==> config.mk <==
export PLATFORM = sky130hd
export DESIGN_NAME = mix_columns_pipe
export DESIGN_NICKNAME = d
export VERILOG_FILES = /design/src/rtl/aes_pkg.sv /design/src/rtl/mix_column_unit.sv /design/src/rtl/mix_columns_pipe.sv
export SDC_FILE = /design/constraint.sdc
export NUM_CORES = 2
export LEC_CHECK = 0
export ABC_CLOCK_PERIOD_IN_PS = 2100
export CORE_UTILIZATION = 50
export CTS_BUF_LIST = sky130_fd_sc_hd__clkbuf_2
export DETAILED_ROUTE_END_ITERATION = 10
export HOLD_SLACK_MARGIN = 0.03
export PLACE_DENSITY = 0.71
export SYNTH_ARGS = -nofsm -noshare
export SYNTH_HDL_FRONTEND = slang
export SYNTH_HIERARCHICAL = 1
export SYNTH_SLANG_ARGS = --single-unit
==> constraint.sdc <==
create_clock -name clk -period 2.1 [get_ports clk]
set_clock_uncertainty 0.1 [all_clocks]
set_input_delay 0.42 -clock clk [delete_from_list [all_inputs] [get_ports clk]]
set_output_delay 0.42 -clock clk [all_outputs]
set_load 0.03 [all_outputs]
==> src/rtl/aes_pkg.sv <==
// Shared AES column types and GF(2^8) helpers for the MixColumns datapath.
package aes_pkg;

  localparam int unsigned BYTE_W         = 8;
  localparam int unsigned COL_W          = 32;
  localparam int unsigned COLS_PER_STATE = 4;
  localparam logic [7:0]  AES_POLY       = 8'h1B;

  typedef logic [BYTE_W-1:0] byte_t;
  typedef logic [COL_W-1:0]  col_t;

  // Per-column xtime ladder; index is the AES byte number (b0..b3), not bit position.
  typedef struct packed {
    byte_t [3:0] x8;
    byte_t [3:0] x4;
    byte_t [3:0] x2;
    byte_t [3:0] x1;
  } col_prod_t;

  function automatic byte_t xtime(input byte_t b);
    return {b[6:0], 1'b0} ^ (b[7] ? AES_POLY : 8'h00);
  endfunction

  function automatic int unsigned beats_per_state(input int unsigned ncol);
    return COLS_PER_STATE / ncol;
  endfunction

endpackage

==> src/rtl/mix_column_unit.sv <==
// One-column MixColumns/InvMixColumns: product half (xtime ladder) and combine half (XOR).
module mix_column_unit
  import aes_pkg::*;
#(
  parameter bit INV_EN = 1'b1
) (
  input  col_t      col,
  output col_prod_t prod_c,
  input  col_prod_t prod,
  input  logic      inv,
  output col_t      mixed_c
);

  // x4/x8 only feed the inverse coefficients, so they stay zero without inverse support
  always_comb begin
    prod_c = '0;
    for (int i = 0; i < 4; i++) begin
      prod_c.x1[i] = col[BYTE_W*(3-i) +: BYTE_W];
      prod_c.x2[i] = xtime(prod_c.x1[i]);
      if (INV_EN) begin
        prod_c.x4[i] = xtime(prod_c.x2[i]);
        prod_c.x8[i] = xtime(prod_c.x4[i]);
      end
    end
  end

  // Output byte j: coefficients {2,3,1,1} or {e,b,d,9} on bytes j, j+1, j+2, j+3 (mod 4)
  always_comb begin
    mixed_c = '0;
    for (int j = 0; j < 4; j++) begin
      mixed_c[BYTE_W*(3-j) +: BYTE_W] = inv ?
        ((prod.x8[j]       ^ prod.x4[j]       ^ prod.x2[j])       ^
         (prod.x8[(j+1)%4] ^ prod.x2[(j+1)%4] ^ prod.x1[(j+1)%4]) ^
         (prod.x8[(j+2)%4] ^ prod.x4[(j+2)%4] ^ prod.x1[(j+2)%4]) ^
         (prod.x8[(j+3)%4] ^ prod.x1[(j+3)%4])) :
        (prod.x2[j] ^
         (prod.x2[(j+1)%4] ^ prod.x1[(j+1)%4]) ^
         prod.x1[(j+2)%4] ^
         prod.x1[(j+3)%4]);
    end
  end

endmodule

==> src/rtl/mix_columns_pipe.sv <==
// Pipelined NCOL-column MixColumns/InvMixColumns engine with valid/ready flow control.
module mix_columns_pipe
  import aes_pkg::*;
#(
  parameter int unsigned NCOL        = 4,
  parameter int unsigned PIPE_STAGES = 2,
  parameter bit          INV_EN      = 1'b1
) (
  input  logic                  clk,
  input  logic                  rst_n,
  input  logic                  i_Valid,
  output logic                  o_Ready,
  input  logic [COL_W*NCOL-1:0] i_Data,
  input  logic                  i_Inv,
  output logic                  o_Valid,
  input  logic                  i_Ready,
  output logic [COL_W*NCOL-1:0] o_Data,
  output logic                  o_Last
);

  localparam int unsigned DATA_W          = COL_W * NCOL;
  localparam int unsigned BEATS_PER_STATE = beats_per_state(NCOL);
  localparam int unsigned CNT_W           = (BEATS_PER_STATE > 1) ? $clog2(BEATS_PER_STATE) : 1;

  col_prod_t          prod_c    [NCOL];
  col_prod_t          comb_prod [NCOL];
  col_t               mixed_c   [NCOL];
  logic [DATA_W-1:0]  mixed_data_c;
  logic               beat_inv_c;
  logic               comb_inv;
  logic               comb_valid;
  logic               out_adv;
  logic               out_fire;
  logic [CNT_W-1:0]   beat_cnt;
  logic [CNT_W-1:0]   cnt_inc;
  logic [CNT_W-1:0]   beat_idx;

  assign beat_inv_c = INV_EN & i_Inv;

  // Column 0 occupies the MSBs of the beat
  for (genvar c = 0; c < NCOL; c++) begin : g_col
    mix_column_unit #(.INV_EN(INV_EN)) u_col (
      .col     (i_Data[DATA_W-1-COL_W*c -: COL_W]),
      .prod_c  (prod_c[c]),
      .prod    (comb_prod[c]),
      .inv     (comb_inv),
      .mixed_c (mixed_c[c])
    );
    assign mixed_data_c[DATA_W-1-COL_W*c -: COL_W] = mixed_c[c];
  end

  if (PIPE_STAGES == 2) begin : g_two_stage
    logic      s1_valid;
    logic      s1_inv;
    logic      s1_en;
    col_prod_t s1_prod [NCOL];

    assign s1_en   = !s1_valid | out_adv;
    assign o_Ready = s1_en;

    // Stage 1 holds the xtime ladder and the beat's mode
    always_ff @(posedge clk or negedge rst_n) begin
      if (!rst_n) begin
        s1_valid <= 1'b0;
        s1_inv   <= 1'b0;
        for (int c = 0; c < NCOL; c++) s1_prod[c] <= '0;
      end else if (s1_en) begin
        s1_valid <= i_Valid;
        if (i_Valid) begin
          s1_inv <= beat_inv_c;
          for (int c = 0; c < NCOL; c++) s1_prod[c] <= prod_c[c];
        end
      end
    end

    always_comb begin
      comb_valid = s1_valid;
      comb_inv   = s1_inv;
      for (int c = 0; c < NCOL; c++) comb_prod[c] = s1_prod[c];
    end
  end else begin : g_one_stage
    assign o_Ready = out_adv;

    always_comb begin
      comb_valid = i_Valid;
      comb_inv   = beat_inv_c;
      for (int c = 0; c < NCOL; c++) comb_prod[c] = prod_c[c];
    end
  end

  assign out_adv  = !o_Valid | i_Ready;
  assign out_fire = o_Valid & i_Ready;
  assign cnt_inc  = (beat_cnt == CNT_W'(BEATS_PER_STATE - 1)) ? '0 : beat_cnt + CNT_W'(1);
  // Index of a beat entering the output stage: the current one is leaving if it fires
  assign beat_idx = out_fire ? cnt_inc : beat_cnt;

  always_ff @(posedge clk or negedge rst_n) begin
    if (!rst_n) begin
      o_Valid  <= 1'b0;
      o_Last   <= 1'b0;
      o_Data   <= '0;
      beat_cnt <= '0;
    end else begin
      if (out_fire) beat_cnt <= cnt_inc;
      if (out_adv) begin
        o_Valid <= comb_valid;
        o_Last  <= comb_valid & (beat_idx == CNT_W'(BEATS_PER_STATE - 1));
        if (comb_valid) o_Data <= mixed_data_c;
      end
    end
  end

endmodule

# [Yosys cells after proc, flatten, opt, wreduce, memory -nomap -nowiden]
# Cells that the tools add are included.
# W data, S select, Z words.
[word_totals] regBits=645 inputBits=133 output_inout_bits=131 word_cells=402
[op_classes] n_addsub=1 n_mux=66 bitwise=261 n_reduce_logical=4
[ops] operator="$xor A8 B8 Y8" count=256
[ops] operator="$mux W5" count=48
[ops] operator="$mux W8" count=16
[ops] operator="$reduce_and A2 Y1" count=2
[ops] operator="$and A1 B1 Y1" count=2
[ops] operator="$logic_not A1 Y1" count=2
[ops] operator="$mux W1" count=2
[ops] operator="$or A1 B1 Y1" count=2
[ops] operator="$add A1 B1 Y1 const B" count=1
[ops] operator="$not A1 Y1" count=1

# [Longest topological paths before layout]
[depth] ltp_word=6 ltp_mapped=6 depth_no_buf=5

# [Modules after synthesis]
# Netlist, hierarchy kept.
[by_module_without_submodules] module="mix_columns_pipe" instances=1 cells_each=1366 area_each_um2=26430.3 seq_area_each_um2=16140.5
[by_module_without_submodules] module="mix_column_unit" instances=4 cells_each=341 area_each_um2=2887.8 seq_area_each_um2=0.0

# [Worst setup path before layout]
# Ideal clock, no wire load.
[synth_path] path_type="register to register" start="register o_Valid" end="register g_two_stage.s1_inv, in the netlist comb_inv" setup_ps=125 t_arrival_ps=1643 required_time_ps=1875 setup_slack_ps=232 path_stages_with_launch=6 path_buffers=2 synth_period_minus_slack_ps=1868 cell_sequence="dfrtp_1 > nand3b_4 > nand2_8 > buf_12 > buf_12 > mux2_4"
[synth_between] elab_chain_len=4
[synth_lines] element="from (decl)" line="mix_columns_pipe.sv:15" rtl="output logic o_Valid,"
[synth_lines] element="from (signal assigned)" line="mix_columns_pipe.sv:106" rtl="o_Valid <= comb_valid;"
[synth_lines] element="$logic_not A1 Y1" line="mix_columns_pipe.sv:91" rtl="assign out_adv = !o_Valid | i_Ready;"
[synth_lines] element="$or A1 B1 Y1" line="mix_columns_pipe.sv:91"
[synth_lines] element="$or A1 B1 Y1" line="mix_columns_pipe.sv:58" rtl="assign s1_en = !s1_valid | out_adv;"
[synth_lines] element="via o_Ready" line="mix_columns_pipe.sv:12" rtl="output logic o_Ready,"
[synth_lines] element="$reduce_and A2 Y1 (no source line)"
[synth_lines] element="to (signal assigned)" line="mix_columns_pipe.sv:70" rtl="s1_inv <= beat_inv_c;"
[synth_lines] element="to (decl)" line="mix_columns_pipe.sv:54" rtl="logic s1_inv;"
# The timed path passes the listed nets, and every way through them passes these cells.
# A chain may end at the register's enable or synchronous reset.

# [Worst setup path after layout]
[layout_path] start="register o_Valid" end="output port o_Ready"
[layout_between] elab_chain_len=3
[layout_lines] element="$logic_not A1 Y1" line="mix_columns_pipe.sv:91"
[layout_lines] element="$or A1 B1 Y1" line="mix_columns_pipe.sv:91"
[layout_lines] element="$or A1 B1 Y1" line="mix_columns_pipe.sv:58"
[layout_lines] element="to (decl)" line="mix_columns_pipe.sv:12"
# No other way between the ends.

==> flow_metrics.py <==
metrics = {
    "outcome": {
        "status": "complete, but fails checks",
        "violations": "negative setup slack",
    },
    "sta": {
        "period_share_pct": 118.2,
        "fin_hold_ws_ns": 0.2435,
        "max_freq_mhz": 402.8,
        "min_period_ns": 2.483,
        "finalMaxSlewViolations": 0,
        "tightest_slew_ns": 0.8113,
        "setup_slack_ns": -0.3826,
        "rsz0062_at_grt": "true",
        "tns_ns": -34.91,
        "max-slew-margin-rel_pct": 45.91,
        "finalSetupViolations": 170,
        "hold_violations": 0,
    },
    "clock_network": {
        "clk_latency_ns": 1.29,
        "clk_path_buf_depth": 3,
        "cts_max_level": 4,
        "tritoncts": "built",
        "cts.clk_slew.worst_paths_ns": 0.09,
        "cts_made_buffers": 174,
        "clockRootBuffer": "clkbuf_2",
        "clock-sinks": 645,
    },
    "pwr": {
        "p_clk_share_pct": 16.8,
        "peakVddDrop_mv": 0.9327,
        "power_density_nw_per_um2": 1229,
        "p_leak_nw": 19.94,
        "swShare_pct": 36.79,
        "seq_power_share_pct": 34.0,
        "combPwrFrac_pct": 49.2,
        "power.switching_mw": 19.57,
        "internal_power_mw": 33.63,
    },
    "final_layout": {
        "nets": 3234,
        "fin_area_um2": 43290,
        "drive_gt1_share_pct": 41.16,
        "synthToLayoutAreaGrowth_pct": 13.98,
    },
    "synthesis": {
        "synth_seq_cells": 645,
        "synthArstFlopShare_pct": 100.0,
        "synth_area_leaders": "dfrtp_1, mux2_4, xnor2_1, buf_4, xor2_1",
        "yosys_warnings": 6,
        "synth_edf_count": 0,
        "yosysSeqAreaShare_pct": 42.50,
        "ys.flop_type": "dfrtp_1",
        "syn_area_per_cell_um2": 13.91,
        "yosysTopAreaCellShare_pct": 42.50,
        "synth_most_common_cell": "dfrtp_1",
        "synthTopCellsByCount": "dfrtp_1, xnor2_1, mux2_4",
        "synth.largest_area_cell": "dfrtp_1",
        "syn_area_um2": 37980,
        "syn_inst": 2730,
        "ys_types": 24,
        "syn_nets": 2863,
    },
    "worst_setup_path": {
        "critPathTopFamily": "flip-flops",
        "cp.depth": 2,
        "cp-startpoint": "o_Valid",
        "cp.required_ns": 1.58,
        "reg2reg_slack_ns": -0.05,
        "crit_slowest_cell": "dfrtp_2",
        "cp_slowest_stage_delay_ns": 0.45,
        "startpoint_type": "register",
        "end_kind": "output pin",
        "cp_max_fo": 3,
        "worstSetupPathType": "reg2out",
        "rr_startpoint": "o_Valid",
        "cp.buffers_inverters": 1,
        "rr_worst_depth": 8,
        "crit_path_cell_trace": "nand3b_4 > buf_6",
        "crit_arrival_ns": 1.96,
        "reg2reg_to": "comb_prod[336]",
        "crit_end": "o_Ready",
    },
    "drt": {
        "post-route-drc-count": 0,
        "routed_wl_um": 80770,
        "wl_met3_um": 3497,
        "postRouteAntennaNets": 0,
        "highest_layer": "met4",
        "drt-pass1-iter-count": 6,
        "drtIter0Drc": 793,
        "met2_length_um": 39640,
        "via_count": 20319,
        "wirelength_met1_um": 36000,
        "via_per_inst": 4.849,
        "routedWlPerCell_um": 19.28,
    },
    "floorplanning": {
        "ios": 264,
        "die_w_um": 277.6,
        "rows": 100,
        "core_um2": 74820,
        "initial_core_util_pct": 50.76,
        "die-area_um2": 77070,
        "dieHeight_um": 277.6,
    },
    "place": {
        "place_area_um2": 39750,
        "gp_congestion": 0.8232,
        "post-dp-hpwl_um": 56460,
        "io_buffers": 263,
        "pre_cts_slack_ns": -0.2364,
    },
    "global_route": {
        "grt.total_usage_pct": 21.43,
        "overflow": 0,
        "grt_max_degree": 57,
        "antenna_found_initial": 2,
        "grt_pass1_vias": 22829,
        "grt_pass1_wl_um": 129600,
    },
    "min_path": {
        "hp-class": "in2reg",
        "holdPathStages": 3,
    },
    "run": {
        "maxCapViolCount": 0,
    },
}
==> worst register-to-register path: cells and delay by family, from the launching register on <==
| kind | cells | cell delay (ns) |
|---|---|---|
| buf+inv | 5 | 0.89 |
| flops | 1 | 0.42 |
| mux | 1 | 0.32 |
| simple gates | 2 | 0.22 |
==> worst min path at each step <==
stage | start | slack (ns) | end
after global placement | rst_n | 0.24 | comb_prod[287]
after floorplan | rst_n | 0.02 | beat_cnt
after CTS | i_Ready | 0.04 | beat_cnt
after global routing | i_Data[72] | 0.12 | comb_prod[272]
final | i_Inv | 0.24 | comb_inv
after detailed placement | rst_n | 0.24 | comb_prod[271]
==> state kept, by name, indices dropped and copies added (netlist names) <==
name,flops
comb_inv,1
comb_prod,512
o_Last,1
o_Data,128
comb_valid,1
beat_cnt,1
o_Valid,1
==> final cells by class <==
class / instances / area, um^2
Timing Repair Buffer: 641 / 6520
Multi-Input combinational cell: 1635 / 17860
Fill cell: 5897 / 31530
Clock inverter: 40 / 260.3
Clock buffer: 254 / 1271
Tap cell: 969 / 1212
Sequential cell: 645 / 16140
Antenna cell: 2 / 5.005
Inverter: 4 / 15.01
==> through the flow <==
| step | total power [mW] | instances | utilization [%] |
|---|---|---|---|
| after floorplan | 36.58 | 2730 | - |
| after global placement | 42.76 | 3711 | 53.12 |
| after detailed placement | 43.25 | 3711 | 53.12 |
| after CTS | 53.59 | 4178 | 57.67 |
| after global routing | 56.38 | 4190 | 57.86 |
| final | 53.20 | 4190 | 57.86 |
==> cells in the final DEF (no fill, tap or decap), types with 2 or more instances in the layout <==
| cell type | n |
|---|---|
| and2_1 | 40 |
| buf_12 | 38 |
| buf_16 | 2 |
| buf_4 | 190 |
| buf_6 | 131 |
| bufinv_16 | 2 |
| clkbuf_2 | 254 |
| clkdlybuf4s50_1 | 131 |
| clkinv_1 | 23 |
| clkinv_2 | 3 |
| clkinv_4 | 2 |
| clkinvlp_4 | 5 |
| dfrtp_1 | 642 |
| dfrtp_2 | 3 |
| diode_2 | 2 |
| dlygate4sd3_1 | 147 |
| inv_1 | 4 |
| inv_6 | 5 |
| mux2_2 | 172 |
| mux2_4 | 470 |
| mux2i_1 | 41 |
| mux2i_2 | 3 |
| nand2_1 | 8 |
| nand2b_1 | 3 |
| nand2b_4 | 8 |
| nor2_1 | 41 |
| nor2_2 | 8 |
| or2_2 | 4 |
| xnor2_1 | 517 |
| xnor2_2 | 19 |
| xnor3_1 | 20 |
| xor2_1 | 275 |
==> repair_timing <==
item / 4_1_cts / 5_1_grt
hold endpoints to repair: 1154 / 0
buffers inserted: 26 / 11
pin swaps: 1 / 5
hold buffers: 148 / 0
gates resized for setup: 914 / 10
setup endpoints to repair: 135 / 138
==> power groups by stage <==
stage | Combinational [mW] | Sequential [mW] | Clock, mW
after floorplan | 16.5 | 20.1 | 0
after global placement | 24.9 | 17.9 | 0
after detailed placement | 25.2 | 18.1 | 0
after CTS | 26.2 | 18.1 | 9.30
after global routing | 28.0 | 18.5 | 9.95
final | 26.2 | 18.1 | 8.92
==> cells by family (layout without fill, tap and decap cells) <==
| family | count (synthesis) | count (layout) | synth area share, % |
|---|---|---|---|
| AO/OA/AOI/OAI | 2 | 2 | 0.04284 |
| XOR/XNOR | 832 | 832 | 20.15 |
| buffers and inverters | 450 | 939 | 10.68 |
| flip-flops | 645 | 645 | 42.50 |
| multiplexers | 686 | 686 | 24.84 |
| other | 0 | 2 | 0 |
| AND/OR/NAND/NOR | 115 | 115 | 1.795 |
==> metal layers <==
metal / track usage (%) / up-vias
li1: - / 9442
met1: 27.74 / 10362
met2: 35.61 / 399
met3: 4.481 / 116
met4: 7.310 / 0
met5: 0 / -
Power figures use the tool's default switching activity.
